### src/rtl/mmio_display_ctrl_if.sv
// mmio_display_ctrl_if: CPU data-bus bundle between the core and the MMIO display responder.
//   we/re        write/read strobes
//   addr         16-bit word address
//   wdata/rdata  16-bit write data from the CPU, registered read data back to it
interface mmio_display_ctrl_if;
    logic        we;
    logic        re;
    logic [15:0] addr;
    logic [15:0] wdata;
    logic [15:0] rdata;
    modport master (output we, re, addr, wdata, input rdata);
    modport slave  (input we, re, addr, wdata, output rdata);
endinterface

### src/rtl/mmio_display_ctrl.sv
// mmio_display_ctrl: MMIO responder driving HEX0..HEX5/LEDS from CPU stores and serving debounced SW.
//   i_clk        system clock, rising edge
//   i_rst_n      synchronous reset, active-low
//   bus          CPU data bus (slave side), rdata registered
//   i_sw         raw asynchronous slide switches
//   o_leds       LED drive, active-high
//   o_hex0..5    7-segment drive, active-low, bit7 = DP
module mmio_display_ctrl #(
    parameter logic [15:0] BASE_ADDR       = 16'hFF00,
    parameter int          DEBOUNCE_CYCLES = 50000,
    parameter int          BLINK_DIV       = 25000000
) (
    input  logic                      i_clk,
    input  logic                      i_rst_n,
    mmio_display_ctrl_if.slave        bus,
    input  logic [9:0]                i_sw,
    output logic [9:0]                o_leds,
    output logic [7:0]                o_hex0,
    output logic [7:0]                o_hex1,
    output logic [7:0]                o_hex2,
    output logic [7:0]                o_hex3,
    output logic [7:0]                o_hex4,
    output logic [7:0]                o_hex5
);
    localparam int DW = $clog2(DEBOUNCE_CYCLES + 1);
    localparam int BW = BLINK_DIV > 1 ? $clog2(BLINK_DIV) : 1;
    localparam logic [DW-1:0] DB_MAX = DW'(DEBOUNCE_CYCLES);
    localparam logic [BW-1:0] BL_MAX = BW'(BLINK_DIV - 1);
    localparam logic [6:0] SEG [16] = '{7'h40, 7'h79, 7'h24, 7'h30, 7'h19, 7'h12, 7'h02, 7'h78,
                                        7'h00, 7'h10, 7'h08, 7'h03, 7'h46, 7'h21, 7'h06, 7'h0E};

    logic [15:0]   r_hexlo;
    logic [7:0]    r_hexhi;
    logic [9:0]    r_led;
    logic [7:0]    r_ctrl;
    logic [9:0]    r_sw_s1;
    logic [9:0]    r_sw_s2;
    logic [9:0]    r_sw_db;
    logic          r_chg;
    logic [DW-1:0] r_db_cnt;
    logic [BW-1:0] r_blink_cnt;
    logic          r_phase;
    logic [15:0]   r_rdata;
    logic [7:0]    r_hex [6];

    logic          w_hit;
    logic [3:0]    w_off;
    logic [15:0]   w_rd_val;
    logic          w_sync_chg;
    logic          w_accept;
    logic          w_blank;
    logic [23:0]   w_digits;

    always_comb begin
        w_hit      = bus.addr[15:4] == BASE_ADDR[15:4];
        w_off      = bus.addr[3:0];
        w_rd_val   = !w_hit        ? 16'h0 :
                     w_off == 4'd0 ? r_hexlo :
                     w_off == 4'd1 ? {8'h0, r_hexhi} :
                     w_off == 4'd2 ? {6'h0, r_led} :
                     w_off == 4'd3 ? {8'h0, r_ctrl} :
                     w_off == 4'd4 ? {r_chg, 5'h0, r_sw_db} : 16'h0;
        // A pending change in the synchroniser restarts the stability window, so it blocks acceptance.
        w_sync_chg = r_sw_s1 != r_sw_s2;
        w_accept   = !w_sync_chg && (r_sw_s2 != r_sw_db) && (r_db_cnt == DB_MAX);
        w_blank    = !r_ctrl[0] || (r_ctrl[1] && r_phase);
        w_digits   = {r_hexhi, r_hexlo};
    end

    always_ff @(posedge i_clk) begin
        if (!i_rst_n) begin
            r_hexlo     <= '0;
            r_hexhi     <= '0;
            r_led       <= '0;
            r_ctrl      <= 8'h01;
            r_sw_s1     <= '0;
            r_sw_s2     <= '0;
            r_sw_db     <= '0;
            r_chg       <= 1'b0;
            r_db_cnt    <= '0;
            r_blink_cnt <= '0;
            r_phase     <= 1'b0;
            r_rdata     <= '0;
            o_leds      <= '0;
            r_hex       <= '{default: 8'hFF};
        end else begin
            if (bus.we && w_hit && w_off == 4'd0) r_hexlo <= bus.wdata;
            if (bus.we && w_hit && w_off == 4'd1) r_hexhi <= bus.wdata[7:0];
            if (bus.we && w_hit && w_off == 4'd2) r_led   <= bus.wdata[9:0];
            if (bus.we && w_hit && w_off == 4'd3) r_ctrl  <= bus.wdata[7:0];
            if (bus.re) r_rdata <= w_rd_val;
            r_sw_s1  <= i_sw;
            r_sw_s2  <= r_sw_s1;
            r_db_cnt <= (w_sync_chg || w_accept) ? '0 :
                        (r_sw_s2 != r_sw_db)     ? r_db_cnt + 1'b1 : r_db_cnt;
            if (w_accept) r_sw_db <= r_sw_s2;
            // Acceptance outranks the read-clear so a change arriving on the read edge is not lost.
            r_chg <= w_accept || (r_chg && !(bus.re && w_hit && w_off == 4'd4));
            r_blink_cnt <= (r_blink_cnt == BL_MAX) ? '0 : r_blink_cnt + 1'b1;
            if (r_blink_cnt == BL_MAX) r_phase <= !r_phase;
            o_leds <= r_led;
            for (int i = 0; i < 6; i++)
                r_hex[i] <= w_blank ? 8'hFF : {~r_ctrl[2+i], SEG[w_digits[4*i +: 4]]};
        end
    end

    assign bus.rdata = r_rdata;
    assign o_hex0    = r_hex[0];
    assign o_hex1    = r_hex[1];
    assign o_hex2    = r_hex[2];
    assign o_hex3    = r_hex[3];
    assign o_hex4    = r_hex[4];
    assign o_hex5    = r_hex[5];
endmodule

### src/flat_wrapper.sv
// flat-port wrapper written by rule: the top's interface ports become plain ports
module mmio_display_ctrl_flat 
#(
    parameter logic [15:0] BASE_ADDR       = 16'hFF00,
    parameter int          DEBOUNCE_CYCLES = 50000,
    parameter int          BLINK_DIV       = 25000000
)
  (i_clk, i_rst_n, i_sw, o_leds, o_hex0, o_hex1, o_hex2, o_hex3, o_hex4, o_hex5, bus_we, bus_re, bus_addr, bus_wdata, bus_rdata);
  mmio_display_ctrl_if bus_i ();
  input  logic i_clk;
  input  logic i_rst_n;
  input  logic [9:0] i_sw;
  output logic [9:0] o_leds;
  output logic [7:0] o_hex0;
  output logic [7:0] o_hex1;
  output logic [7:0] o_hex2;
  output logic [7:0] o_hex3;
  output logic [7:0] o_hex4;
  output logic [7:0] o_hex5;
  input wire logic [$bits(bus_i.we)-1:0] bus_we;
  input wire logic [$bits(bus_i.re)-1:0] bus_re;
  input wire logic [$bits(bus_i.addr)-1:0] bus_addr;
  input wire logic [$bits(bus_i.wdata)-1:0] bus_wdata;
  output wire logic [$bits(bus_i.rdata)-1:0] bus_rdata;
  assign bus_i.we = bus_we;
  assign bus_i.re = bus_re;
  assign bus_i.addr = bus_addr;
  assign bus_i.wdata = bus_wdata;
  assign bus_rdata = bus_i.rdata;
  mmio_display_ctrl #(.BASE_ADDR(BASE_ADDR), .DEBOUNCE_CYCLES(DEBOUNCE_CYCLES), .BLINK_DIV(BLINK_DIV)) u_core (.i_clk(i_clk), .i_rst_n(i_rst_n), .bus(bus_i), .i_sw(i_sw), .o_leds(o_leds), .o_hex0(o_hex0), .o_hex1(o_hex1), .o_hex2(o_hex2), .o_hex3(o_hex3), .o_hex4(o_hex4), .o_hex5(o_hex5));
endmodule
### config.mk
export PLATFORM = sky130hd
export DESIGN_NAME = mmio_display_ctrl_flat
export DESIGN_NICKNAME = d
export VERILOG_FILES = /design/src/rtl/mmio_display_ctrl_if.sv /design/src/rtl/mmio_display_ctrl.sv /design/src/flat_wrapper.sv
export SDC_FILE = /design/constraint.sdc
export NUM_CORES = 1
export LEC_CHECK = 0
export ABC_AREA = 1
export CAP_MARGIN = 25
export CORE_MARGIN = 4
export CORE_UTILIZATION = 55
export DETAILED_ROUTE_END_ITERATION = 8
export HOLD_SLACK_MARGIN = 0.02
export MAX_ROUTING_LAYER = met4
export PLACE_DENSITY = 0.8
export SETUP_SLACK_MARGIN = 0.05
export SLEW_MARGIN = 20
export SYNTH_ARGS = -nofsm -noshare
export SYNTH_HDL_FRONTEND = slang
export SYNTH_SLANG_ARGS = --single-unit
### constraint.sdc
create_clock -name i_clk -period 1.9 [get_ports i_clk]
set_input_delay 0.475 -clock i_clk [delete_from_list [all_inputs] [get_ports i_clk]]
set_output_delay 0.475 -clock i_clk [all_outputs]
set_load 0.005 [all_outputs]
== After elaboration in Yosys (flattened, before gate mapping) ==
Memory sizes are Yosys's and may differ from the RTL's. A register that Yosys moved wholly into a read port is not among the register bits.
Index checks and enable logic that the tools add are counted.

* Add/sub/neg operators: 2
* $lt $le $gt $ge: 6
* Equality and inequality tests: 9
* Muxes and demuxes: 18
* Bitwise logic cells: 13
* Reduce and logical (&&, ||, !) cells: 22

{| class="wikitable"
|+ Operators by type and width
! cell !! count
|-
| $mux W16 || 6
|-
| $mux W7 || 12
|-
| $ge A5 B5 Y1 const B || 6
|-
| $not A4 Y5 || 6
|-
| $add A25 B1 Y25 const B || 1
|-
| $eq A25 B25 Y1 const B || 1
|-
| $ne A10 B10 Y1 || 2
|-
| $add A16 B1 Y16 const B || 1
|-
| $eq A16 B16 Y1 const B || 1
|-
| $eq A12 B12 Y1 const B || 1
|-
| $logic_and A1 B1 Y1 || 11
|-
| $eq A4 B2 Y1 const B || 2
|-
| $not A1 Y1 || 7
|-
| $reduce_or A2 Y1 || 3
|-
| $eq A4 B1 Y1 const B || 1
|-
| $eq A4 B3 Y1 const B || 1
|-
| $logic_not A1 Y1 || 4
|-
| $logic_not A4 Y1 || 1
|-
| $logic_or A1 B1 Y1 || 3
|}

* Register bits: 189
* Memory bits (read-only): 672
* Input bits: 46
* Memories: 6

{| class="wikitable"
|+ Memory list
! memory !! words !! width !! read ports !! clocked after memory_dff !! write ports !! RTL line !! RTL
|-
| (no name shown) || 16 || 7 || 1 || 1 || 0 || mmio_display_ctrl.sv:103 || <nowiki>r_hex[i] <= w_blank ? 8'hFF : {~r_ctrl[2+i], SEG[w_digits[4*i +: 4]]};</nowiki>
|-
| (no name shown) || 16 || 7 || 1 || 1 || 0 || mmio_display_ctrl.sv:103 ||
|-
| (no name shown) || 16 || 7 || 1 || 1 || 0 || mmio_display_ctrl.sv:103 ||
|-
| (no name shown) || 16 || 7 || 1 || 1 || 0 || mmio_display_ctrl.sv:103 ||
|-
| (no name shown) || 16 || 7 || 1 || 1 || 0 || mmio_display_ctrl.sv:103 ||
|-
| (no name shown) || 16 || 7 || 1 || 1 || 0 || mmio_display_ctrl.sv:103 ||
|}

== Logic depth before layout (Yosys ltp) ==
Gate-level depths: netlist of run 1.

* Depth in word-level cells: 7
* Depth in mapped cells: 12
* Depth with buffers taken out: 12

== Worst setup path before layout of run 1 ==
OpenSTA, ideal clock, no wires.

* Kind: register to register
* Start: reg u_core.r_blink_cnt[0]
* End: reg u_core.r_blink_cnt[22]
* Library setup time: 0.126 ns
* Arrival time: 1.481 ns
* Data required time: 1.774 ns
* Setup slack: 0.293 ns
* Stages on the path, launching flop included: 12
* Path buffers: 1
* Clock period less this slack: 1.607 ns
* Cells stage by stage: dfxtp_1 > ha_1 > nand2_1 > nor2_2 > inv_2 > nor2_2 > inv_2 > nor2_2 > nand4_2 > nand2_2 > buf_4 > nor3_2

* Longest elaborated chain between the ends: 2
* Elaborated cells on any way between the ends: 3
* Those cells by class: add/sub: 1; eq/ne: 1; reduce/logical: 1

{| class="wikitable"
|+ RTL lines
! item !! RTL line !! RTL
|-
| start: declaration || mmio_display_ctrl.sv:41 || <nowiki>logic [BW-1:0] r_blink_cnt;</nowiki>
|-
| start signal: assignment || mmio_display_ctrl.sv:99 || <nowiki>r_blink_cnt <= (r_blink_cnt == BL_MAX) ? '0 : r_blink_cnt + 1'b1;</nowiki>
|-
| branches (longest 2 deep; another with $add A25 B1 Y25) || -- ||
|}

Parallel ways; which one is timed is not known.
A chain may end at the register's enable or synchronous reset.

== Worst setup path after layout of run 1 ==
* Start: reg u_core.r_rdata[6] (netlist: u_core.bus.rdata[6])
* End: out bus_rdata[6]

{| class="wikitable"
|+ RTL lines
! item !! RTL line !! RTL
|-
| start: declaration || mmio_display_ctrl.sv:43 || <nowiki>logic [15:0] r_rdata;</nowiki>
|-
| start signal: assignment || mmio_display_ctrl.sv:91 || <nowiki>if (bus.re) r_rdata <= w_rd_val;</nowiki>
|-
| end: declaration || flat_wrapper.sv:24 || <nowiki>output wire logic [$bits(bus_i.rdata)-1:0] bus_rdata;</nowiki>
|}

No word-level cell between the ends.

==> summary.md, run 1 <==
| Metric | Value |
|---|---|
| Status | `complete, no violations` |
| CTS Buffer Depth | `2` |
| Slowest cell on the critical path | `clkdlybuf4s50_1` |
| Synth Register Bits | `189` |
| Core box area | `15300 sq um` |
| R2R Path End | `u_core.r_blink_cnt[18]` |
| Total congestion overflow | `0` |
| Vias | `7695` |
| Worst-path cell chain | `clkdlybuf4s50_1` |
| FF-to-FF Start | `u_core.r_blink_cnt[1]` |
| Crit path buf inv count | `1` |
| Final antenna diode count | `0` |
| Cells after Synth | `1145` |
| Final Skew | `0.00683 ns` |
| I/O pin count | `120` |
| Slew HR | `72.0%` |
| PD cells | `729 nW/um^2` |
| Setup CP Type | `flop to output pin` |
| Row count | `45` |
| Max Cap Viol | `0` |
| Antenna Nets Post-Route | `0` |
| Commonest non-fill, non-tap cell in the layout | `nand2_1` |
| Worst r2r path cells | `12` |
| Vias in the first global route | `7076` |
| Most frequent cells in the layout | `212 x nand2_1, 188 x dfxtp_1, 166 x inv_1, 130 x nor2_1, 117 x clkdlybuf4s50_1` |
| Leakage | `4.42 nW` |
| CTS tree | `yes` |
| CP startpoint kind | `flop` |
| Starting Density | `56.4%` |
| First-pass GRT wire length | `33400 microns` |
| CP peak stage delay | `0.53 ns` |
| WL met1 | `9020 microns` |
| Final hold violations | `0` |
| Wire length on met2 | `9590 microns` |
| Hold crit path type | `flop to flop` |
| Hold path endpoint | `u_core.o_hex5[7]` |
| Router iterations before antenna repair | `5` |
| DIE WIDTH | `133 microns` |
| Register area share after synthesis | `43.8%` |
| Yosys cell types | `42` |
| H-tree depth | `4` |
| Initial antenna violation count | `0` |
| Area of the mapped netlist | `8640 sq um` |
| Initial DRC count | `568` |
| Mean Syn Cell Area | `7.55 sq um` |
| Yosys warns | `0` |
| Layout cells sized above 1 | `8.61%` |
| Routed wire length | `20100 microns` |
| Ys async rst share | `0%` |
| WL met3 | `1090 microns` |
| Max Fclk | `0.553 GHz` |
| Period utilization | `95.1%` |
| Number of synthesized flops with an enable pin | `0` |
| Hold WS | `0.390 ns` |
| Peak supply drop | `551 uV` |
| Worst skew pair latency | `0.43 ns` |
| Vias per cell | `5.13` |
| Synthesized Nets | `1230` |
| WL per Instance | `13.4 microns` |
| Synth Flop Type | `dfxtp_1` |
| Final setup viols | `0` |
| Hold_buf cts | `0` |
| Largest net degree at the start of global routing | `49` |
| Max-slew violations | `0` |
| CTS buffer count | `17` |
| CTS Sinks | `189` |
| Setup TNS | `0 ns` |
| Reg clk slew, reported paths | `0.07 ns` |
| DIE AREA | `17800 sq um` |
| Critical Path RT | `1.42 ns` |
| Min-delay src | `u_core.r_ctrl[7]` |
| Final Net Count | `1361` |
| Delay-heaviest family, CP | `buffers and inverters` |
| RePlAce Congestion | `0.917` |
| Total Routing Usage GR | `23.4%` |
| Die Y | `133 microns` |
| Worst Tran Pin Value | `0.420 ns` |
| CP endpoint kind | `output pin` |
| Peak fanout along the critical path | `2` |
| Post-DP HPWL | `14800 microns` |
| Minimum clock period | `1.81 ns` |
| Area growth from synthesis to layout | `25.5%` |
| Root Buffer Master | `clkbuf_16` |
| RSZ-0062 raised after global routing | `true` |
| Min-Delay Path Depth | `1` |
| Critical path arrival | `1.33 ns` |
| R2R setup slack | `0.15 ns` |
| I/O Buffers | `119` |
| DR DRC count | `0` |
| Top layer in use | `met4` |
-- through the flow --
step	utilization (%)	instance area [sq um]	instances	total power [mW]	setup WS (ns)
floorplan	-	8640	1145	4.33	0.293
global placement	66.7	10200	1466	4.60	-0.193
detailed placement	66.7	10200	1466	4.61	-0.245
CTS	70.4	10800	1498	7.96	0.0620
global route	70.8	10800	1500	8.16	0.0248
finish	70.8	10800	1500	7.90	0.0930
-- registers in the layout, indices dropped and copies added, names as in the netlist --
signal	count
u_core.o_hex4	8
u_core.r_sw_s2	10
u_core.r_phase	1
u_core.r_hexhi	8
u_core.o_hex0	8
u_core.r_blink_cnt	25
u_core.r_ctrl	8
u_core.o_hex3	8
u_core.r_hexlo	16
u_core.r_sw_db	10
u_core.bus.rdata	16
u_core.o_hex1	8
u_core.r_chg	1
u_core.o_hex2	8
u_core.o_hex5	8
u_core.o_leds	10
u_core.r_led	10
u_core.r_sw_s1	10
u_core.r_db_cnt	16
-- power breakdown --
part | internal [mW] | switching, mW
Sequential | 4.03 | 0.0321
Combinational | 0.242 | 0.219
Clock | 1.85 | 1.54
-- how the worst max path moves through the flow --
stage / startpoint / end / slack [ns] / depth (start not counted)
floorplan: u_core.r_blink_cnt[0] / u_core.r_blink_cnt[22] / 0.29 / 11
global placement: bus_addr[7] / u_core.r_ctrl[1] / -0.19 / 10
detailed placement: bus_addr[7] / u_core.bus.rdata[0] / -0.24 / 10
CTS: u_core.bus.rdata[3] / bus_rdata[3] / 0.06 / 1
global route: u_core.r_blink_cnt[0] / u_core.r_blink_cnt[18] / 0.02 / 12
finish: u_core.bus.rdata[6] / bus_rdata[6] / 0.09 / 1
-- cell type report --
cell class / count / area (sq um)
fill: 1264 / 4470
multi-input combinational: 739 / 4070
sequential: 189 / 3780
timing repair buffer: 153 / 1510
inverter: 176 / 661
clock buffer: 19 / 443
tap: 211 / 264
clock inverter: 13 / 116
-- worst register-to-register path, cell delays in order (launching register included) --
cell and delay [ns]:
dfxtp_2 0.35, ha_2 0.18, nand2_1 0.09, nor2_4 0.13
inv_2 0.06, nor2_4 0.11, inv_2 0.05, nor2_2 0.13
nand4_2 0.12, nand2_2 0.13, buf_12 0.14, a21oi_1 0.04
o21a_1 0.11
-- Yosys cell counts, types with 14 or more instances --
cell      instances  area (sq um)
a21oi_1          54           270
nand2_1         213           800
clkbuf_1         20          75.1
o211ai_1         16           120
o21ai_0          69           345
inv_1           166           623
nand3_1          55           275
ha_1             39           488
xor2_1           15           131
dfxtp_1         189          3780
nor2_1          132           495
nand4_1          14          87.6
nor3_1           17          85.1
a211oi_1         36           270
-- cell families after synthesis --
family                     count (synthesis)  synth area share, %
AOI/OAI and AO/OA                        216                 15.4
xor gates and xnor gates                  19                 1.93
adders and majority gates                 39                 5.65
buffers and inverters                    217                 9.85
DFF                                      189                 43.8
and+or+nand+nor                          465                 23.4
-- per-layer routing --
layer  vias up  global-route usage (%)
li1       3991                       -
met1      3455                    29.3
met2       214                    38.5
met3        35                    3.93
met4         0                    8.23
met5         -                       -
-- what timing repair did --
action,in CTS,in global routing
resized for setup,0,13
endpoints found under the setup margin,0,31
setup buffers,0,2
Power figures use the tool's default switching activity.
==> run 2: changes to the inputs <==
CTS_CLUSTER_SIZE = 40   (was unset)
==> results of run 2 <==
The final DEF is identical to that of run 1; final timing and power are the same.
